--- src/rtl/out_port_arbiter_if.sv ---
// CPU-side output strobes and the host-side valid/ready stream of the output port arbiter.
// The arbiter takes the slave view; the CPU/host side (or a bench) takes the master view.
interface out_port_arbiter_if;
    logic [7:0] bus_in;
    logic       iout_ld_n;
    logic       cout_ld_n;
    logic       host_valid;
    logic       host_ready;
    logic [7:0] host_data;
    logic       host_kind;

    modport master (
        output bus_in, iout_ld_n, cout_ld_n, host_ready,
        input  host_valid, host_data, host_kind
    );

    modport slave (
        input  bus_in, iout_ld_n, cout_ld_n, host_ready,
        output host_valid, host_data, host_kind
    );
endinterface

--- src/rtl/out_port_arbiter.sv ---
// Buffers integer and char output writes in two FIFOs and merges them round-robin
// onto one registered valid/ready host stream; stalls the CPU clock while a FIFO is full.
//
// state     | meaning
// PRIO_INT  | integer FIFO wins the next both-non-empty grant
// PRIO_CHAR | char FIFO wins the next both-non-empty grant
module out_port_arbiter #(
    parameter int DEPTH = 4,
    parameter int AW    = 2
) (
    input  logic             clk,
    input  logic             out_rst,
    out_port_arbiter_if.slave port,
    output logic             stall,
    output logic             ovf_int,
    output logic             ovf_char,
    output logic [AW:0]      lvl_int,
    output logic [AW:0]      lvl_char
);
    typedef enum logic {
        PRIO_INT  = 1'b0,
        PRIO_CHAR = 1'b1
    } prio_e;

    localparam logic [AW:0] FULL = (AW + 1)'(DEPTH);

    prio_e prio_q, prio_d;

    logic [7:0]    mem_int_q  [DEPTH];
    logic [7:0]    mem_char_q [DEPTH];
    logic [AW-1:0] wr_int_q, rd_int_q, wr_char_q, rd_char_q;
    logic [AW:0]   cnt_int_q, cnt_int_d, cnt_char_q, cnt_char_d;
    logic          ovf_int_q, ovf_int_d, ovf_char_q, ovf_char_d;
    logic          valid_q, valid_d, kind_q, kind_d;
    logic [7:0]    data_q, data_d;

    logic ne_int, ne_char, out_free, grant_char;
    logic pop_int, pop_char, push_int, push_char;

    assign ne_int   = (cnt_int_q != '0);
    assign ne_char  = (cnt_char_q != '0);
    assign out_free = !valid_q || port.host_ready;

    always_comb begin
        prio_d     = prio_q;
        valid_d    = valid_q;
        data_d     = data_q;
        kind_d     = kind_q;
        pop_int    = 1'b0;
        pop_char   = 1'b0;
        grant_char = ne_char;
        if (ne_int && ne_char) begin
            grant_char = (prio_q == PRIO_CHAR);
        end
        if (out_free) begin
            valid_d = ne_int || ne_char;
            if (ne_int || ne_char) begin
                pop_int  = !grant_char;
                pop_char = grant_char;
                data_d   = grant_char ? mem_char_q[rd_char_q] : mem_int_q[rd_int_q];
                kind_d   = grant_char;
            end
            // The pointer only moves on a contested grant.
            if (ne_int && ne_char) begin
                prio_d = (prio_q == PRIO_INT) ? PRIO_CHAR : PRIO_INT;
            end
        end
    end

    // A full FIFO still accepts a push when its head leaves on the same edge.
    always_comb begin
        push_int   = !port.iout_ld_n && ((cnt_int_q != FULL) || pop_int);
        push_char  = !port.cout_ld_n && ((cnt_char_q != FULL) || pop_char);
        ovf_int_d  = ovf_int_q  || (!port.iout_ld_n && !push_int);
        ovf_char_d = ovf_char_q || (!port.cout_ld_n && !push_char);
        cnt_int_d  = cnt_int_q  + (AW + 1)'(push_int)  - (AW + 1)'(pop_int);
        cnt_char_d = cnt_char_q + (AW + 1)'(push_char) - (AW + 1)'(pop_char);
    end

    always_ff @(posedge clk or posedge out_rst) begin
        if (out_rst) begin
            prio_q     <= PRIO_INT;
            wr_int_q   <= '0;
            rd_int_q   <= '0;
            wr_char_q  <= '0;
            rd_char_q  <= '0;
            cnt_int_q  <= '0;
            cnt_char_q <= '0;
            ovf_int_q  <= 1'b0;
            ovf_char_q <= 1'b0;
            valid_q    <= 1'b0;
            data_q     <= '0;
            kind_q     <= 1'b0;
        end else begin
            prio_q     <= prio_d;
            cnt_int_q  <= cnt_int_d;
            cnt_char_q <= cnt_char_d;
            ovf_int_q  <= ovf_int_d;
            ovf_char_q <= ovf_char_d;
            valid_q    <= valid_d;
            data_q     <= data_d;
            kind_q     <= kind_d;
            if (push_int)  wr_int_q  <= wr_int_q + AW'(1);
            if (pop_int)   rd_int_q  <= rd_int_q + AW'(1);
            if (push_char) wr_char_q <= wr_char_q + AW'(1);
            if (pop_char)  rd_char_q <= rd_char_q + AW'(1);
        end
    end

    always_ff @(posedge clk) begin
        if (push_int)  mem_int_q[wr_int_q]   <= port.bus_in;
        if (push_char) mem_char_q[wr_char_q] <= port.bus_in;
    end

    assign port.host_valid = valid_q;
    assign port.host_data  = data_q;
    assign port.host_kind  = kind_q;
    assign stall           = (cnt_int_q == FULL) || (cnt_char_q == FULL);
    assign ovf_int         = ovf_int_q;
    assign ovf_char        = ovf_char_q;
    assign lvl_int         = cnt_int_q;
    assign lvl_char        = cnt_char_q;
endmodule

--- src/flat_wrapper.sv ---
// flat-port wrapper written by rule: the top's interface ports become plain ports
module out_port_arbiter_flat 
#(
    parameter int DEPTH = 4,
    parameter int AW    = 2
)
  (clk, out_rst, stall, ovf_int, ovf_char, lvl_int, lvl_char, port_bus_in, port_iout_ld_n, port_cout_ld_n, port_host_ready, port_host_valid, port_host_data, port_host_kind);
  out_port_arbiter_if port_i ();
  input  logic clk;
  input  logic out_rst;
  output logic stall;
  output logic ovf_int;
  output logic ovf_char;
  output logic [AW:0] lvl_int;
  output logic [AW:0] lvl_char;
  input wire logic [$bits(port_i.bus_in)-1:0] port_bus_in;
  input wire logic [$bits(port_i.iout_ld_n)-1:0] port_iout_ld_n;
  input wire logic [$bits(port_i.cout_ld_n)-1:0] port_cout_ld_n;
  input wire logic [$bits(port_i.host_ready)-1:0] port_host_ready;
  output wire logic [$bits(port_i.host_valid)-1:0] port_host_valid;
  output wire logic [$bits(port_i.host_data)-1:0] port_host_data;
  output wire logic [$bits(port_i.host_kind)-1:0] port_host_kind;
  assign port_i.bus_in = port_bus_in;
  assign port_i.iout_ld_n = port_iout_ld_n;
  assign port_i.cout_ld_n = port_cout_ld_n;
  assign port_i.host_ready = port_host_ready;
  assign port_host_valid = port_i.host_valid;
  assign port_host_data = port_i.host_data;
  assign port_host_kind = port_i.host_kind;
  out_port_arbiter #(.DEPTH(DEPTH), .AW(AW)) u_core (.clk(clk), .out_rst(out_rst), .port(port_i), .stall(stall), .ovf_int(ovf_int), .ovf_char(ovf_char), .lvl_int(lvl_int), .lvl_char(lvl_char));
endmodule
--- config.mk ---
export PLATFORM = sky130hd
export DESIGN_NAME = out_port_arbiter_flat
export DESIGN_NICKNAME = d
export VERILOG_FILES = /design/src/rtl/out_port_arbiter_if.sv /design/src/rtl/out_port_arbiter.sv /design/src/flat_wrapper.sv
export SDC_FILE = /design/constraint.sdc
export NUM_CORES = 1
export LEC_CHECK = 0
export CAP_MARGIN = 20
export CORE_MARGIN = 1.5
export CORE_UTILIZATION = 59
export CTS_BUF_LIST = sky130_fd_sc_hd__clkbuf_8
export DETAILED_ROUTE_END_ITERATION = 7
export PLACE_DENSITY = 0.81
export SLEW_MARGIN = 10
export SYNTH_ARGS = -nofsm -noshare
export SYNTH_HDL_FRONTEND = slang
export SYNTH_SLANG_ARGS = --single-unit
--- constraint.sdc ---
create_clock -name clk -period 2.8 [get_ports clk]
set_clock_uncertainty 0.05 [all_clocks]
set_input_delay 0.7 -clock clk [delete_from_list [all_inputs] [get_ports clk]]
set_output_delay 0.7 -clock clk [all_outputs]
set_load 0.03 [all_outputs]
# ---- After elaboration in Yosys (flattened, before gate mapping)
# Memory sizes are Yosys's and may differ from the RTL's.
# Index checks and enable logic that the tools add are counted.
dict set report totals {
  in_bits 13
  ramBits 64
  reg_bits 27
  mem_bits_ro 0
  latch_bits 0
  output_inout_bits 19
  mem_count 2
  wordCells 59
}
# name depth word_bits read_ports rd_clocked_by_memory_dff write_ports line_no
set memory_table {}
lappend memory_table {u_core.mem_char_q 4 8 1 0 1 out_port_arbiter.sv:30} ;# logic [7:0] mem_char_q [DEPTH];
lappend memory_table {u_core.mem_int_q 4 8 1 0 1 out_port_arbiter.sv:29} ;# logic [7:0] mem_int_q [DEPTH];
dict set report op_classes {
  magnitude_cmp 0
  n_mul 0
  div_mod_pow 0
  n_shift 0
  n_bitwise 0
  n_eq_ne 4
  muxes 11
  reduce_logical 22
  n_addsub 8
}
# operator count
set ops {}
lappend ops {{$mux 1} 10}
lappend ops {{$add 2x1->2 const B} 4}
lappend ops {{$mux 8} 1}
lappend ops {{$logic_or 1x1->1} 7}
lappend ops {{$add 3x1->3} 2}
lappend ops {{$eq 3x3->1 const B} 2}
lappend ops {{$logic_not 1->1} 6}
lappend ops {{$ne 3x3->1 const B} 2}
lappend ops {{$reduce_bool 3->1} 2}
lappend ops {{$sub 3x1->3} 2}
lappend ops {{$logic_and 1x1->1} 5}
lappend ops {{$reduce_and 2->1} 2}

# ---- Longest topological paths before layout
dict set report depth {
  ltp_word 11
  mapped_depth 10
  ltp_nobuf 9
}

# ---- Worst setup path after synthesis
# OpenSTA, ideal clock, no wires.
dict set report synth_timing {
  path_type {reg2reg}
  from {register u_core.cnt_char_q[1], in the netlist u_core.lvl_char[1]}
  to {register u_core.cnt_int_q[2], in the netlist u_core.lvl_int[2]}
  synth_period_minus_slack_ns 2.660
  slack_ns 0.140
  required_ns 2.626
  path_buffers 1
  arrival_time_ns 2.486
  setup_time_ns 0.124
  stages_incl_launch_ff 11
  path_cell_list {dfrtp_1 > or3_1 > buf_2 > a211o_4 > clkinv_1 > ha_1 > inv_1 > ha_1 > fa_1 > xnor2_1 > xnor2_1}
}
dict set report synth_via {
  elab_chain_len 10
  word_cells_on_any_way 11
}
# item line_no
set synth_lines {}
lappend synth_lines {{from (decl)} out_port_arbiter.sv:32} ;# logic [AW:0] cnt_int_q, cnt_int_d, cnt_char_q, cnt_char_d;
lappend synth_lines {{from (signal assigned)} out_port_arbiter.sv:97} ;# cnt_char_q <= cnt_char_d;
lappend synth_lines {{$reduce_bool 3->1 (*)} out_port_arbiter.sv:41} ;# assign ne_char = (cnt_char_q != '0);
lappend synth_lines {{$logic_and 1x1->1} out_port_arbiter.sv:52} ;# if (ne_int && ne_char) begin
lappend synth_lines {{$mux 1} out_port_arbiter.sv:52}
lappend synth_lines {{$logic_not 1->1} out_port_arbiter.sv:58} ;# pop_int = !grant_char;
lappend synth_lines {{$mux 1 (*)} out_port_arbiter.sv:57} ;# if (ne_int || ne_char) begin
lappend synth_lines {{$mux 1 (*)} out_port_arbiter.sv:55} ;# if (out_free) begin
lappend synth_lines {{named net u_core.pop_int} out_port_arbiter.sv:38} ;# logic pop_int, pop_char, push_int, push_char;
lappend synth_lines {{$logic_or 1x1->1} out_port_arbiter.sv:72} ;# push_int = !port.iout_ld_n && ((cnt_int_q != FULL) || pop_int);
lappend synth_lines {{$logic_and 1x1->1} out_port_arbiter.sv:72}
lappend synth_lines {{$add 3x1->3} out_port_arbiter.sv:76} ;# cnt_int_d = cnt_int_q + (AW + 1)'(push_int) - (AW + 1)'(pop_int);
lappend synth_lines {{$sub 3x1->3 (*)} out_port_arbiter.sv:76}
lappend synth_lines {{named net u_core.cnt_int_d[2]} out_port_arbiter.sv:32}
lappend synth_lines {{to (signal assigned)} out_port_arbiter.sv:96} ;# cnt_int_q <= cnt_int_d;
lappend synth_lines {{to (decl)} out_port_arbiter.sv:32}
# Mark *: on every way through the listed nets, which the timed path passes. The rest lies on a longest branch.
# A chain may end at the register's enable or synchronous reset.

# ---- Worst setup path after layout
dict set report layout_timing {
  from {register u_core.cnt_int_q[1], in the netlist u_core.lvl_int[1]}
  to {output port stall}
}
dict set report layout_via {
  elab_chain_len 2
}
# item line_no
set layout_lines {}
lappend layout_lines {{$eq 3x3->1} out_port_arbiter.sv:118} ;# assign stall = (cnt_int_q == FULL) || (cnt_char_q == FULL);
lappend layout_lines {{$logic_or 1x1->1} out_port_arbiter.sv:118}
lappend layout_lines {{to (decl)} flat_wrapper.sv:11} ;# output logic stall;
# Every way passes these cells.

==> summary.md <==
### Floorplan
* **area enclosed by the die boundary** 6702 um^2
* **core region area** 5956 um^2
* **I/O pins** 32
* **effective utilization at floorplan** 0.6162
* **chip width** 81.87 um
* **number of rows in the core area** 28
* **Die Y** 81.87 um

### Timing
* **Post-Route Hold Slack** 0.4176 ns
* **total negative setup slack** 0 ns
* **unrepaired setup endpoints after global routing** false
* **Final Max Tran Viols** 0
* **Rel. slew slack** 0.5640
* **pin slew with the least headroom to its limit** 0.6540 ns
* **number of failing hold endpoints at the final stage** 0
* **setup violation total in the final timing report** 0
* **period utilization** 0.9669
* **maximum achievable frequency** 369.4 MHz
* **final worst path period need** 2.707 ns

### Global route
* **maximum number of pins on one net before global-route repair** 28
* **first-pass GRT wire length** 10660 um
* **antenna violations before repair** 0
* **GRT Overall Usage** 0.2363
* **total overflow reported by the global router** 0
* **vias in the first global route** 1999

### Layout
* **Area growth, synth to finish** 20.29%
* **fill cell count** 370
* **utilization after layout** 0.7412
* **count of inserted antenna diode cells** 0
* **fraction of layout instances using a drive strength above 1** 0.2082
* **Post-Layout Inst Area** 4414 um^2
* **number of nets in the layout** 291

### Logic synthesis
* **synthesized area** 3670 um^2
* **per-instance average area after synthesis** 17.56 um^2
* **yosys warns** 0
* **dominant synthesized flop cell** sky130_fd_sc_hd__edfxtp_1
* **Async S/R FF share, synth** 0.2967
* **flip-flop and latch count after synthesis** 91
* **net count of the mapped netlist** 236
* **post-synthesis instance total** 209
* **post-synthesis cell type with the largest combined area** sky130_fd_sc_hd__edfxtp_1
* **synth top area cells** sky130_fd_sc_hd__edfxtp_1, sky130_fd_sc_hd__dfrtp_1, sky130_fd_sc_hd__mux4_2
* **sequential cell area fraction in the yosys report** 0.7078
* **number of enable-type register cells in the synthesized netlist** 64
* **area share of the leading cell type in the synthesized netlist** 0.5237
* **Netlist cell types** 31

### Detailed routing
* **drt first-iter violations** 240
* **count of antenna-violating nets left after detailed routing** 0
* **aggregate routed wire length** 6845 um
* **DRC errors left** 0
* **total routed wire length on the met1 layer** 2885 um
* **Pre-Repair DR Iteration Count** 4
* **via total after detailed routing** 2002
* **routed length on met3** 444 um
* **DR top layer** met4
* **wire length per cell after detailed routing** 19.90 um
* **total met2 wirelength after detailed routing** 3444 um
* **via-per-instance ratio** 5.820

### Critical path
* **startpoint class of the critical path** flop
* **cell with the biggest individual delay on the critical path** sky130_fd_sc_hd__clkdlybuf4s50_1
* **worst setup path class** reg2out
* **required time worst endpoint** 2.05 ns
* **Buf/Inv on CP** 2
* **arrival time worst endpoint** 1.96 ns
* **element type at the critical path end** output port
* **critical path fanouts, max** 4
* **CP max stage delay** 0.66 ns
* **cell family with most CP delay** buffers and inverters
* **sequence of cells on the critical path** inv_1 -> and3_1 -> or2_2 -> clkdlybuf4s50_1

### Placement
* **Final HPWL DP** 4713 um
* **GP Congestion** 0.7153
* **number of buffers added on ports** 31
* **Placed Instance Area** 4239 um^2

### Clock tree
* **number of H-tree levels** 3
* **post-CTS clock slew at the launch and capture registers of the worst setup and hold paths** 0.09 ns
* **insertion delay of the later-clocked pin in the worst-skew pair** 0.35 ns
* **deepest clock path buffer count** 2
* **TritonCTS Sinks** 91
* **clock tree from TritonCTS** done
* **CTS Hold Bufs** 0
* **Inserted Clock Buffers** 9
* **Resize count post-CTS** 0
* **clock tree root buffer cell** sky130_fd_sc_hd__clkbuf_8
* **number of setup buffers added after CTS** 0

### Status
* **result of the run** finished clean

### Pwr
* **leakage component of the power** 1.678 nW
* **Pwr per Cell Area** 1101 nW/um^2
* **Max VDD drop** 0.0007053 V

### Run
* **max-capacitance violation count** 0

### Worst hold path
* **kind of path behind the tightest hold check** reg2reg

layout make-up:
type	instances	area [um^2]	area share
Timing Repair Buffer	49	495.5	0.1122
Tap cell	75	93.84	0.02126
Inverter	15	56.30	0.01276
Multi-Input combinational cell	98	996.0	0.2256
Sequential cell	91	2597	0.5884
Clock buffer	9	123.9	0.02806
Clock inverter	7	51.30	0.01162
layout by cell type, fill, tap and decap left out, types with 3 or more instances in the layout:
| master | count |
|---|---|
| sky130_fd_sc_hd__buf_12 | 4 |
| sky130_fd_sc_hd__mux4_2 | 16 |
| sky130_fd_sc_hd__nand2_1 | 22 |
| sky130_fd_sc_hd__dfrtp_1 | 27 |
| sky130_fd_sc_hd__inv_6 | 3 |
| sky130_fd_sc_hd__edfxtp_1 | 64 |
| sky130_fd_sc_hd__xnor2_1 | 10 |
| sky130_fd_sc_hd__a22oi_1 | 8 |
| sky130_fd_sc_hd__inv_1 | 13 |
| sky130_fd_sc_hd__buf_4 | 14 |
| sky130_fd_sc_hd__and2_1 | 8 |
| sky130_fd_sc_hd__or3_1 | 3 |
| sky130_fd_sc_hd__clkbuf_8 | 9 |
| sky130_fd_sc_hd__ha_1 | 12 |
| sky130_fd_sc_hd__clkdlybuf4s50_1 | 31 |
cells by family (layout without fill, tap and decap cells):
logic type	count (synthesis)	in the layout	share of synthesized area
DFF	91	91	0.7078
and+or+nand+nor	40	40	0.05251
buffers and inverters	20	80	0.02080
muxes	18	18	0.1054
AOI/OAI and AO/OA	15	15	0.03546
adders and majority gates	14	14	0.05182
xor gates and xnor gates	11	11	0.02625
worst paths after layout:
path	start	endpoint	slack, ns	cells after the start
max	u_core.lvl_int[1]	stall	0.09	4
min	u_core.port.host_data[7]	u_core.port.host_data[7]	0.42	2
max reg2reg	u_core.lvl_char[1]	u_core.lvl_int[2]	0.35	9
min reg2reg	u_core.port.host_data[7]	u_core.port.host_data[7]	0.42	2
max in group asynchronous	out_rst	u_core.wr_char_q[0]	1.76	3
min in group asynchronous	out_rst	u_core.port.host_data[2]	0.67	3
cells in the mapped netlist, types with 2 or more instances:
| library cell | number |
|---|---|
| sky130_fd_sc_hd__edfxtp_1 | 64 |
| sky130_fd_sc_hd__dfrtp_1 | 27 |
| sky130_fd_sc_hd__nand2_1 | 22 |
| sky130_fd_sc_hd__mux4_2 | 16 |
| sky130_fd_sc_hd__inv_1 | 13 |
| sky130_fd_sc_hd__ha_1 | 12 |
| sky130_fd_sc_hd__xnor2_1 | 10 |
| sky130_fd_sc_hd__a22oi_1 | 8 |
| sky130_fd_sc_hd__and2_1 | 8 |
| sky130_fd_sc_hd__or3_1 | 3 |
| sky130_fd_sc_hd__and3_1 | 2 |
| sky130_fd_sc_hd__buf_1 | 2 |
| sky130_fd_sc_hd__clkbuf_1 | 2 |
| sky130_fd_sc_hd__fa_1 | 2 |
| sky130_fd_sc_hd__o21bai_1 | 2 |
per-layer routing:
layer	global-route usage	up-vias
met4	0.09831	0
met5	0	-
met1	0.3157	1034
met2	0.3705	80
li1	-	883
met3	0.06333	5
sequential cells by signal, indices dropped and copies added (netlist names):
signal / cells
u_core.mem_char_q: 32
u_core.mem_int_q: 32
u_core.port.host_data: 8
u_core.lvl_char: 3
u_core.lvl_int: 3
u_core.rd_char_q: 2
u_core.rd_int_q: 2
u_core.wr_char_q: 2
u_core.wr_int_q: 2
u_core.ovf_char: 1
u_core.ovf_int: 1
u_core.port.host_kind: 1
u_core.port.host_valid: 1
u_core.prio_q: 1
worst reg2reg max path, stage by stage (launching register included):
cell and delay [ns]:
sky130_fd_sc_hd__dfrtp_1 0.42, sky130_fd_sc_hd__or3_1 0.46, sky130_fd_sc_hd__a211o_4 0.38, sky130_fd_sc_hd__clkinv_1 0.06
sky130_fd_sc_hd__ha_1 0.11, sky130_fd_sc_hd__inv_1 0.04, sky130_fd_sc_hd__ha_1 0.18, sky130_fd_sc_hd__fa_1 0.37
sky130_fd_sc_hd__xnor2_1 0.14, sky130_fd_sc_hd__xnor2_1 0.12
stage by stage:
step,setup slack (ns),power (W),std cells
final,0.09264,0.004861,344
after global routing,0.009757,0.005144,344
after CTS,0.06800,0.004897,344
after floorplan,0.1398,0.003317,209
after detailed placement,-0.05682,0.004113,328
after global placement,0.03550,0.004026,328
power breakdown:
| group | switching [W] | internal, W | leakage, nW |
|---|---|---|---|
| Sequential | 0.000314 | 0.00185 | 0.900 |
| Combinational | 0.000955 | 0.000949 | 0.690 |
| Clock | 0.000462 | 0.000329 | 0.0880 |
| Total | 0.00173 | 0.00313 | 1.68 |
(Power assumes the default switching activity.)
